File: src/rtl/taint_scan_pkg.sv
// rtl/taint_scan_pkg.sv - shared types, constants and helpers for the taint-sum scanner
//
// Purpose : scan FSM state encoding, overrun counter width and the index-width
//           helper used by the scanner top and its log interface.
// Ports   : none (package).

package taint_scan_pkg;

  typedef enum logic [2:0] {
    IDLE = 3'd0,
    SNAP = 3'd1,
    SCAN = 3'd2,
    EMIT = 3'd3,
    DONE = 3'd4
  } scan_state_t;

  localparam int OVERRUN_W = 8;

  // Width of a source index; at least one bit even for tiny source counts.
  function automatic int idx_w(input int n);
    return (n < 2) ? 1 : $clog2(n);
  endfunction

endpackage

File: src/rtl/taint_sum_scanner_if.sv
// rtl/taint_sum_scanner_if.sv - valid/ready log record port of the taint-sum scanner
//
// Purpose : one record per reportable source, held until the logger accepts it.
// Signals : out_valid  record valid            (master -> slave)
//           out_ready  logger accepts record   (slave -> master)
//           out_src    source index            (master -> slave)
//           out_sum    snapshot sum of source  (master -> slave)
//           out_epoch  scan epoch of record    (master -> slave)
// Modports: master = scanner side, slave = logger side.

interface taint_sum_scanner_if
  import taint_scan_pkg::*;
#(
  parameter int N_SRC   = 8,
  parameter int SUM_W   = 8,
  parameter int EPOCH_W = 16
) ();

  localparam int IDX_W = idx_w(N_SRC);

  logic               out_valid;
  logic               out_ready;
  logic [IDX_W-1:0]   out_src;
  logic [SUM_W-1:0]   out_sum;
  logic [EPOCH_W-1:0] out_epoch;

  modport master (
    output out_valid,
    output out_src,
    output out_sum,
    output out_epoch,
    input  out_ready
  );

  modport slave (
    input  out_valid,
    input  out_src,
    input  out_sum,
    input  out_epoch,
    output out_ready
  );

endinterface

File: src/rtl/taint_scan_timer.sv
// rtl/taint_scan_timer.sv - period counter producing the scan tick
//
// Purpose : raises a one-cycle registered tick every `period` cycles while
//           enable is high; the first tick appears exactly `period` cycles
//           after enable rises. period == 0 ticks every enabled cycle.
// Ports   : pos_clk   in   clock, rising edge
//           pos_arst  in   reset, asynchronous, active-high
//           enable    in   run the counter; low holds it at period-1
//           period    in   tick interval in cycles
//           tick      out  registered tick pulse

module taint_scan_timer #(
  parameter int PERIOD_W = 16
) (
  input  logic                pos_clk,
  input  logic                pos_arst,
  input  logic                enable,
  input  logic [PERIOD_W-1:0] period,
  output logic                tick
);

  localparam logic [PERIOD_W-1:0] ONE = PERIOD_W'(1);

  logic [PERIOD_W-1:0] cnt;
  logic [PERIOD_W-1:0] reload;
  logic [PERIOD_W-1:0] cur;
  logic                en_q;

  assign reload = period - ONE;
  // On the first enabled cycle the stored count may be stale (reset, or a
  // period change while disabled), so the live reload value is used instead.
  assign cur    = en_q ? cnt : reload;

  always_ff @(posedge pos_clk or posedge pos_arst) begin
    if (pos_arst) begin
      cnt  <= '0;
      en_q <= 1'b0;
      tick <= 1'b0;
    end else begin
      en_q <= enable;
      if (!enable) begin
        cnt  <= reload;
        tick <= 1'b0;
      end else if (period == '0) begin
        cnt  <= '0;
        tick <= 1'b1;
      end else if (cur == '0) begin
        cnt  <= reload;
        tick <= 1'b1;
      end else begin
        cnt  <= cur - ONE;
        tick <= 1'b0;
      end
    end
  end

endmodule

File: src/rtl/taint_sum_scanner.sv
// rtl/taint_sum_scanner.sv - periodic snapshot-and-scan readout of taint_sum cells
//
// Purpose : every period cycles snapshot all source sums, then walk the sources
//           one by one and emit a log record for each reportable source.
//           Observes only; never drives tracked logic.
// Build   : TAINT_SCAN_DELTA_EN defined -> a source is reportable when its
//           snapshot differs from the previous completed scan (drops to zero
//           included); undefined -> reportable when nonzero.
// Ports   : pos_clk    in   clock, rising edge
//           pos_arst   in   reset, asynchronous, active-high
//           enable     in   allow new scans
//           period     in   scan interval in cycles; 0 = back-to-back
//           src_sum    in   source i at [i*SUM_W +: SUM_W]
//           log        if   master side of the record port
//           scan_busy  out  scan in progress
//           scan_done  out  one-cycle pulse at end of scan
//           total_sum  out  sum of all snapshot values of the last completed scan
//           overrun    out  saturating count of ticks lost while busy

module taint_sum_scanner
  import taint_scan_pkg::*;
#(
  parameter int N_SRC    = 8,
  parameter int SUM_W    = 8,
  parameter int PERIOD_W = 16,
  parameter int EPOCH_W  = 16
) (
  input  logic                        pos_clk,
  input  logic                        pos_arst,
  input  logic                        enable,
  input  logic [PERIOD_W-1:0]         period,
  input  logic [N_SRC*SUM_W-1:0]      src_sum,
  taint_sum_scanner_if.master         log,
  output logic                        scan_busy,
  output logic                        scan_done,
  output logic [SUM_W+idx_w(N_SRC):0] total_sum,
  output logic [OVERRUN_W-1:0]        overrun
);

  localparam int IDX_W = idx_w(N_SRC);
  localparam int ACC_W = SUM_W + IDX_W + 1;

  localparam logic [IDX_W-1:0]     LAST_IDX  = IDX_W'(N_SRC - 1);
  localparam logic [IDX_W-1:0]     IDX_ONE   = IDX_W'(1);
  localparam logic [EPOCH_W-1:0]   EPOCH_ONE = EPOCH_W'(1);
  localparam logic [OVERRUN_W-1:0] OVR_ONE   = OVERRUN_W'(1);

  logic tick;

  taint_scan_timer #(
    .PERIOD_W (PERIOD_W)
  ) u_timer (
    .pos_clk  (pos_clk),
    .pos_arst (pos_arst),
    .enable   (enable),
    .period   (period),
    .tick     (tick)
  );

  scan_state_t        state;
  logic [IDX_W-1:0]   idx;
  logic [ACC_W-1:0]   acc;
  logic [EPOCH_W-1:0] epoch;

  logic               valid_q;
  logic [IDX_W-1:0]   src_q;
  logic [SUM_W-1:0]   sum_q;
  logic [EPOCH_W-1:0] rec_epoch_q;

  logic [SUM_W-1:0]   snap  [N_SRC];
  logic [SUM_W-1:0]   clean [N_SRC];
`ifdef TAINT_SCAN_DELTA_EN
  logic [SUM_W-1:0]   prev  [N_SRC];
`endif

  logic req;
  logic back_to_back;
  logic reportable;
  logic last_src;

  // The timer's tick is one cycle old; qualifying it with the live enable
  // keeps a scan request or overrun count from outliving enable.
  assign req          = tick & enable;
  assign back_to_back = (period == '0);
  assign last_src     = (idx == LAST_IDX);

  // Unknown bits from uninstrumented cells read as 0, matching the cells' own
  // convention for untainted state.
  always_comb begin
    for (int i = 0; i < N_SRC; i++) begin
      for (int b = 0; b < SUM_W; b++) begin
        clean[i][b] = (src_sum[i*SUM_W + b] === 1'b1);
      end
    end
  end

  always_comb begin
`ifdef TAINT_SCAN_DELTA_EN
    reportable = (snap[idx] != prev[idx]);
`else
    reportable = (snap[idx] != '0);
`endif
  end

  assign log.out_valid = valid_q;
  assign log.out_src   = src_q;
  assign log.out_sum   = sum_q;
  assign log.out_epoch = rec_epoch_q;
  assign scan_busy     = (state != IDLE);

  always_ff @(posedge pos_clk or posedge pos_arst) begin
    if (pos_arst) begin
      state       <= IDLE;
      idx         <= '0;
      acc         <= '0;
      epoch       <= '0;
      valid_q     <= 1'b0;
      src_q       <= '0;
      sum_q       <= '0;
      rec_epoch_q <= '0;
      scan_done   <= 1'b0;
      total_sum   <= '0;
      overrun     <= '0;
      for (int i = 0; i < N_SRC; i++) begin
        snap[i] <= '0;
`ifdef TAINT_SCAN_DELTA_EN
        prev[i] <= '0;
`endif
      end
    end else begin
      scan_done <= 1'b0;

      // In back-to-back mode a request is present every cycle by design, so
      // nothing is lost while busy and the counter stays put.
      if (req && (state != IDLE) && !back_to_back && (overrun != '1)) begin
        overrun <= overrun + OVR_ONE;
      end

      case (state)
        IDLE: begin
          if (req) begin
            state <= SNAP;
          end
        end

        SNAP: begin
          for (int i = 0; i < N_SRC; i++) begin
            snap[i] <= clean[i];
          end
          idx   <= '0;
          acc   <= '0;
          state <= SCAN;
        end

        SCAN: begin
          acc <= acc + ACC_W'(snap[idx]);
          if (reportable) begin
            valid_q     <= 1'b1;
            src_q       <= idx;
            sum_q       <= snap[idx];
            rec_epoch_q <= epoch;
            state       <= EMIT;
          end else if (last_src) begin
            scan_done <= 1'b1;
            state     <= DONE;
          end else begin
            idx <= idx + IDX_ONE;
          end
        end

        EMIT: begin
          if (log.out_ready) begin
            valid_q <= 1'b0;
            if (last_src) begin
              scan_done <= 1'b1;
              state     <= DONE;
            end else begin
              idx   <= idx + IDX_ONE;
              state <= SCAN;
            end
          end
        end

        DONE: begin
          total_sum <= acc;
          epoch     <= epoch + EPOCH_ONE;
`ifdef TAINT_SCAN_DELTA_EN
          for (int i = 0; i < N_SRC; i++) begin
            prev[i] <= snap[i];
          end
`endif
          // Back-to-back scans chain straight into the next snapshot.
          state <= (enable && back_to_back) ? SNAP : IDLE;
        end

        default: begin
          state <= IDLE;
        end
      endcase
    end
  end

endmodule
File: src/flat_wrapper.sv
// flat-port wrapper written by rule: the top's interface ports become plain ports
module taint_sum_scanner_flat import taint_scan_pkg::*;
#(
  parameter int N_SRC    = 8,
  parameter int SUM_W    = 8,
  parameter int PERIOD_W = 16,
  parameter int EPOCH_W  = 16
)
  (pos_clk, pos_arst, enable, period, src_sum, scan_busy, scan_done, total_sum, overrun, log_out_valid, log_out_src, log_out_sum, log_out_epoch, log_out_ready);
  taint_sum_scanner_if #(.N_SRC(N_SRC), .SUM_W(SUM_W), .EPOCH_W(EPOCH_W)) log_i ();
  input  logic pos_clk;
  input  logic pos_arst;
  input  logic enable;
  input  logic [PERIOD_W-1:0] period;
  input  logic [N_SRC*SUM_W-1:0] src_sum;
  output logic scan_busy;
  output logic scan_done;
  output logic [SUM_W+idx_w(N_SRC):0] total_sum;
  output logic [OVERRUN_W-1:0] overrun;
  output wire logic [$bits(log_i.out_valid)-1:0] log_out_valid;
  output wire logic [$bits(log_i.out_src)-1:0] log_out_src;
  output wire logic [$bits(log_i.out_sum)-1:0] log_out_sum;
  output wire logic [$bits(log_i.out_epoch)-1:0] log_out_epoch;
  input wire logic [$bits(log_i.out_ready)-1:0] log_out_ready;
  assign log_out_valid = log_i.out_valid;
  assign log_out_src = log_i.out_src;
  assign log_out_sum = log_i.out_sum;
  assign log_out_epoch = log_i.out_epoch;
  assign log_i.out_ready = log_out_ready;
  taint_sum_scanner #(.N_SRC(N_SRC), .SUM_W(SUM_W), .PERIOD_W(PERIOD_W), .EPOCH_W(EPOCH_W)) u_core (.pos_clk(pos_clk), .pos_arst(pos_arst), .enable(enable), .period(period), .src_sum(src_sum), .log(log_i), .scan_busy(scan_busy), .scan_done(scan_done), .total_sum(total_sum), .overrun(overrun));
endmodule
File: config.mk
export PLATFORM = sky130hd
export DESIGN_NAME = taint_sum_scanner_flat
export DESIGN_NICKNAME = d
export VERILOG_FILES = /design/src/rtl/taint_scan_pkg.sv /design/src/rtl/taint_sum_scanner_if.sv /design/src/rtl/taint_scan_timer.sv /design/src/rtl/taint_sum_scanner.sv /design/src/flat_wrapper.sv
export SDC_FILE = /design/constraint.sdc
export NUM_CORES = 1
export LEC_CHECK = 0
export CORE_ASPECT_RATIO = 1.1
export CORE_MARGIN = 2
export CORE_UTILIZATION = 40
export DETAILED_ROUTE_END_ITERATION = 12
export GPL_TIMING_DRIVEN = 1
export HOLD_SLACK_MARGIN = 0.1
export SLEW_MARGIN = 5
export SYNTH_ARGS = -nofsm -noshare
export SYNTH_HDL_FRONTEND = slang
export SYNTH_SLANG_ARGS = --single-unit
File: constraint.sdc
create_clock -name pos_clk -period 20.3 [get_ports pos_clk]
set_input_delay 6.09 -clock pos_clk [delete_from_list [all_inputs] [get_ports pos_clk]]
set_output_delay 6.09 -clock pos_clk [all_outputs]
set_load 0.01 [all_outputs]
==> results.toml, run 1 <==
[worst_setup_path]
worstPathMaxFanout = 16
worst_setup_path_start_kind = "input pin"
r2r-start = "u_core.idx[0]"
rr_worst_depth = 13
timing.critical_path.required_ns = 20.56
criticalPathCategory = "in2reg"
setup.worst_path.end = "u_core.u_timer.cnt[3]"
r2r_slack_ns = 16.22
cp-startpoint = "period[0]"
worst_reg2reg_endpoint = "u_core.acc[10]"
critPathArrivalTime_ns = 9.37
endpoint_kind = "flip-flop"

[clock_tree]
clkSlewWorstSetupHoldPaths_ns = 0.07
cts_root_buffer = "clkbuf_16"
post_cts.repair.setup_buffers = 0
worst_skew_pair.late_latency_ns = 0.42
cts_inserted_buffers = 17
post_cts_resize_count = 0
clock_tree_from_tritoncts = "built"
cts.hold.buffers_added = 0
cts_max_level = 4
clock_path_buffers = 2
clock_sinks = 165

[floorplan]
fp-row-count = 55
die-width_um = 142
io_pins = 134
die-height_um = 156
floorplan.core_area_um2 = 20600
initial_utilization_pct = 40.8
fp.dieArea_um2 = 22200

[route]
drt.antenna.violating_nets = 0
vias = 5957
detail_route.drc_violations = 0
detail_route.wl_per_cell_um = 15.5
first_pass_iters = 5
total_wire_length_after_detailed_routing_mm = 18.4
drt_iter0_markers = 291
detail_route.vias_per_cell = 5.03

[logic_synthesis]
synth.lib_cells_used.distinct = 68
mappedNetlistArea_um2 = 8400
synth_enable_flop_cells = 0
synth_area_per_cell_um2 = 10.6
ffs_w_async_s_r_synth_pct = 100
syn_nets = 892
syn-instance-count = 792
synth.yosys.seq_area_share_pct = 49.2
synth_seq_cells = 165
postSynth.topFlopCell = "dfrtp_1"
synth_warnings = 0

[grt]
grt_antenna_before_repair = 0
grt_pass1_vias = 6094
gr-usage-all-layers_pct = 17.6
globalRouteOverflowTotal = 0
grt_max_degree = 112
global_route_wire_length_before_repair_mm = 30.8

[timing]
final_min_period_over_clock_period_pct = 44.9
clock_skews_ns = 0.00924
final_max_slew_viol_count = 0
timing.final.setup_violations = 0
maxSlewHeadroom_pct = 26.2
fin_crit_ns = 9.11
slew_worst_pin_ns = 1.10
max_freq_mhz = 110
fin_tns_setup_ns = 0
final_hold_viol_count = 0
rsz0062_at_grt = "no"

[min_path]
min-delay-start = "u_core.snap[0]"
min_path_type = "reg2reg"

[layout]
finalCoreUtilization_pct = 51.2
design.final.nets = 1017
antennaDiodeCount = 0
final_layout_size_suffix_gt1_share_pct = 14.9
area_growth_syn_to_layout_pct = 25.4

[pwr]
post-layout-total-power_uw = 1390
ir_worst_vdd_mv = 0.0586
power.density_cell_area_nw_per_um2 = 132
leakage_power_figure_uw = 0.00474

[run]
max-cap-violations = 0

[run_status]
run_status = "completed"

[placed_design]
gp_congestion = 0.796
hpwlAfterDp_mm = 12.7
buffer_ports.inserted = 133
## where the power goes
group	total [µW]	internal (µW)	switching, µW
clock	332	196	136
sequential	500	432	68.4
combinational	561	272	289
## area by class of cell
cell class	count	area [µm²]
Clock buffer	18	429
Clock inverter	13	173
Fill cell	1900	10000
Inverter	21	83.8
Multi-Input combinational cell	572	4020
Sequential cell	165	4130
Tap cell	256	320
Timing Repair Buffer	140	1380
## synthesized netlist by cell type, drive strengths merged, types with 3 or more instances
master,n,area (µm²)
a211oi,6,50.1
o32ai,3,26.3
nor4b,4,50.1
mux2i,6,60.1
xor2,12,105
nor4,6,58.8
dfrtp,165,4130
nand2b,6,37.5
nor2,29,111
o2111ai,3,26.3
clkbuf,21,80.1
o21bai,3,22.5
o31ai,3,32.5
nand4,9,71.3
a21oi,13,65.1
ha,15,188
o22ai,16,163
a21o,3,22.5
inv,21,78.8
o21a,4,37.5
mux4,16,360
xnor2,41,359
and2,5,31.3
and4,4,35.0
a22o,3,26.3
nor3,12,81.3
buf,13,105
mux2,52,661
nand4b,3,26.3
nand2,236,888
and3,4,31.3
nor2b,5,31.3
o21ai,19,95.1
nand3,13,65.1
## per-layer routing
layer | track usage [%] | part of all wire (%)
met5 | 0 | 0
met4 | 4.71 | 0.83
met3 | 3.07 | 3.0
met2 | 29.2 | 48
met1 | 23.9 | 48
## cell usage in the layout (no fill, tap or decap), types with 4 or more instances in the layout
cell type / instances
nand2_1: 234
dfrtp_1: 165
clkdlybuf4s50_1: 133
xnor2_1: 41
mux2_2: 32
nor2_1: 28
inv_1: 20
mux2_4: 20
o21ai_0: 19
clkbuf_16: 17
mux4_2: 16
ha_1: 15
a21oi_1: 13
nand3_1: 13
xor2_1: 12
o22ai_2: 10
nor3_1: 9
nand4_1: 8
buf_4: 7
mux2i_1: 6
nand2b_1: 6
o22ai_1: 6
nor2b_1: 5
a211oi_1: 5
nor4_1: 4
and4_1: 4
and2_1: 4
inv_6: 4
## flip-flops by register name, indices dropped and copies added, names as in the netlist, 3 cells and up
register	count
u_core.snap	64
u_core.epoch	16
u_core.log.out_epoch	16
u_core.u_timer.cnt	16
u_core.acc	12
u_core.total_sum	12
u_core.log.out_sum	8
u_core.overrun	8
u_core.idx	3
u_core.log.out_src	3
u_core.state	3
## critical path, cell delays in order
cell and delay (ns):
clkdlybuf4s50_1 0.52, inv_1 0.12, ha_1 0.22, or4b_4 0.50, xnor2_1 0.14, o31ai_1 0.35, o2111a_2 0.28, and3_4 0.22
nand4_4 0.11, nand2_1 0.63, o22ai_1 0.18
## worst min path at each step
stage                       to  slack (ns)  cells past startpoint
6_report        u_core.snap[0]        0.47                      2
5_1_grt        u_core.snap[11]        0.49                      2
2_1_floorplan   u_core.acc[11]        0.44                      1
3_3_place_gp   u_core.snap[39]        0.45                      2
4_1_cts         u_core.snap[0]        0.47                      2
3_5_place_dp    u_core.snap[0]        0.46                      2
## metrics by stage
step,hold WS [ns],cell area [µm²],instances,worst slack [ns]
2_1_floorplan,0.439,8400,792,9.75
3_3_place_gp,0.452,9930,1154,10.82
3_5_place_dp,0.457,9930,1154,10.77
4_1_cts,0.474,10500,1185,11.19
5_1_grt,0.492,10500,1185,10.93
6_report,0.470,10500,1185,11.19
## logic make-up (layout without fill, tap and decap cells)
logic type | after synthesis | after routing | share of synthesized area [%]
compound gates | 86 | 86 | 8.10
xor+xnor | 53 | 53 | 5.53
fa+ha+maj | 16 | 16 | 2.47
buf+inv | 55 | 192 | 3.14
flops | 165 | 165 | 49.2
mux | 74 | 74 | 12.9
simple gates | 343 | 343 | 18.7
Note: power is estimated with default switching activity, not from simulation.
==> inputs of run 2 (changes only) <==
==> constraint.sdc (replaced) <==
create_clock -name pos_clk -period 8.5 [get_ports pos_clk]
set_input_delay 2.55 -clock pos_clk [delete_from_list [all_inputs] [get_ports pos_clk]]
set_output_delay 2.55 -clock pos_clk [all_outputs]
set_load 0.01 [all_outputs]
==> results.toml, run 2 (synthesized netlist as in run 1, its figures left out) <==
[worst_setup_path]
criticalPathCategory = "in2reg"
critPathArrivalTime_ns = 5.82
timing.critical_path.required_ns = 8.75
endpoint_kind = "flip-flop"
max_stage_delay_ns = 0.61
critPathSlowestCell = "nand2_1"
path_cells = "clkdlybuf4s50_1 -> inv_1 -> ha_1 -> or4b_4 -> xnor2_1 -> o31ai_1 -> o2111a_2 -> and3_4 -> nand4_4 -> nand2_1 -> o22ai_1"
r2r_slack_ns = 4.38
critical_path_buf_inv_count = 2
worstPathMaxFanout = 16
worst_setup_path_start_kind = "input pin"
critPathTopFamily = "simple AND/OR/NAND/NOR gates"

[floorplan]
io_pins = 134
fp-row-count = 55
floorplan.core_area_um2 = 20600
die-height_um = 156
initial_utilization_pct = 40.8
fp.dieArea_um2 = 22200
die-width_um = 142

[layout]
filler_instances = 1891
final_cells = 1185
area_growth_syn_to_layout_pct = 24.8
largest_reg_flops = 64
antennaDiodeCount = 0
final_layout_size_suffix_gt1_share_pct = 14.9
final_cell_mix = "nand2_1, dfrtp_1, clkdlybuf4s50_1, xnor2_1, mux2_2"
layout.cells.most_common = "nand2_1"
design.final.nets = 1017
registers.top_by_ff_count = "u_core.snap"
final-seq-area_um2 = 4130
finalCoreUtilization_pct = 51.0
multiInputGateArea_um2 = 4020

[route]
first_pass_iters = 4
detail_route.vias_per_cell = 5.06
detail_route.wl_per_cell_um = 15.6
vias = 5993
detail_route.drc_violations = 0
drt.antenna.violating_nets = 0
total_wire_length_after_detailed_routing_mm = 18.4
drt_iter0_markers = 318

[timing]
max_freq_mhz = 180
final_hold_viol_count = 0
timing.final.setup_violations = 0
rsz0062_at_grt = "no"
maxSlewHeadroom_pct = 29.3
final_min_period_over_clock_period_pct = 65.5
fin_tns_setup_ns = 0
fin_crit_ns = 5.57
slew_worst_pin_ns = 1.06
clock_skews_ns = 0.0169
final_max_slew_viol_count = 0

[grt]
grt_util_met1_pct = 24.3
global_route_wire_length_before_repair_mm = 31.4
gr-usage-all-layers_pct = 18.0
gr-max-usage-layer = "met2"
globalRouteOverflowTotal = 0
grt_antenna_before_repair = 0
grt.met3_usage_pct = 3.81
gr-usage-met2_pct = 29.6
grt_max_degree = 112
grt_pass1_vias = 6135

[clock_tree]
clock_tree_from_tritoncts = "built"
post_cts_resize_count = 0
cts_inserted_buffers = 17
cts.hold.buffers_added = 0
clock_path_buffers = 2
worst_skew_pair.late_latency_ns = 0.42
clkSlewWorstSetupHoldPaths_ns = 0.07
clock_sinks = 165
cts_max_level = 4
post_cts.repair.setup_buffers = 0
cts_root_buffer = "clkbuf_16"

[placed_design]
gp_congestion = 0.798
numPlacedInstances = 1154
buffer_ports.inserted = 133
hpwlAfterDp_mm = 12.8

[pwr]
power.density_cell_area_nw_per_um2 = 311
ir_worst_vdd_mv = 0.156
leakage_power_figure_uw = 0.00471

[run]
max-cap-violations = 0

[min_path]
min_path_type = "reg2reg"

[run_status]
run_status = "completed"
run 2: cell count changes in the layout (fill, tap and decap cells not counted), sizes merged:
| cell | previous run | this run |
|---|---|---|
| bufinv | 3 | 1 |
| clkinvlp | 2 | 4 |
run 2: worst paths after layout:
check | from | end | cells after the start
min in group asynchronous | pos_arst | u_core.log.out_epoch[8] | 2
worst max-delay path | period[0] | u_core.u_timer.cnt[2] | 11
worst min register to register | u_core.snap[49] | u_core.snap[49] | 2
worst max register to register | u_core.idx[0] | u_core.acc[10] | 13
worst min-delay path | u_core.snap[49] | u_core.snap[49] | 2
max in group asynchronous | pos_arst | u_core.snap[1] | 3
run 2: layout make-up:
| cell class | count | share of cell area (%) |
|---|---|---|
| sequential | 165 | 39.4 |
| multi-input combinational | 572 | 38.3 |
| timing repair buffer | 140 | 13.2 |
| clock buffer | 18 | 4.09 |
| tap | 256 | 3.05 |
| clock inverter | 13 | 1.19 |
| inverter | 21 | 0.799 |
run 2: power breakdown:
| part | total [µW] | leakage, µW | switching, µW | internal [µW] |
|---|---|---|---|---|
| registers | 1200 | 0.00209 | 167 | 1030 |
| clock network | 736 | 0.000262 | 330 | 407 |
| logic | 1330 | 0.00235 | 682 | 650 |
run 2: tightest hold or removal path, delay by kind of cell, from the launching register on:
| kind | cells | cell delay, ns |
|---|---|---|
| and+or+nand+nor | 2 | 0.10 |
| DFF | 1 | 0.34 |
run 2: metal layers:
metal,part of all wire (%),wire length [µm]
met5,0,0
met4,1.1,206
met3,3.7,673
met2,48,8850
met1,47,8700
run 2: stage by stage:
stage	setup WS (ns)	cell area, µm²	power [µW]	hold WS (ns)
2_1_floorplan	1.49	8400	2190	0.439
3_3_place_gp	2.56	9930	2540	0.453
3_5_place_dp	2.49	9930	2570	0.460
4_1_cts	2.92	10500	3320	0.477
5_1_grt	2.64	10500	3530	0.491
6_report	2.93	10500	3270	0.472
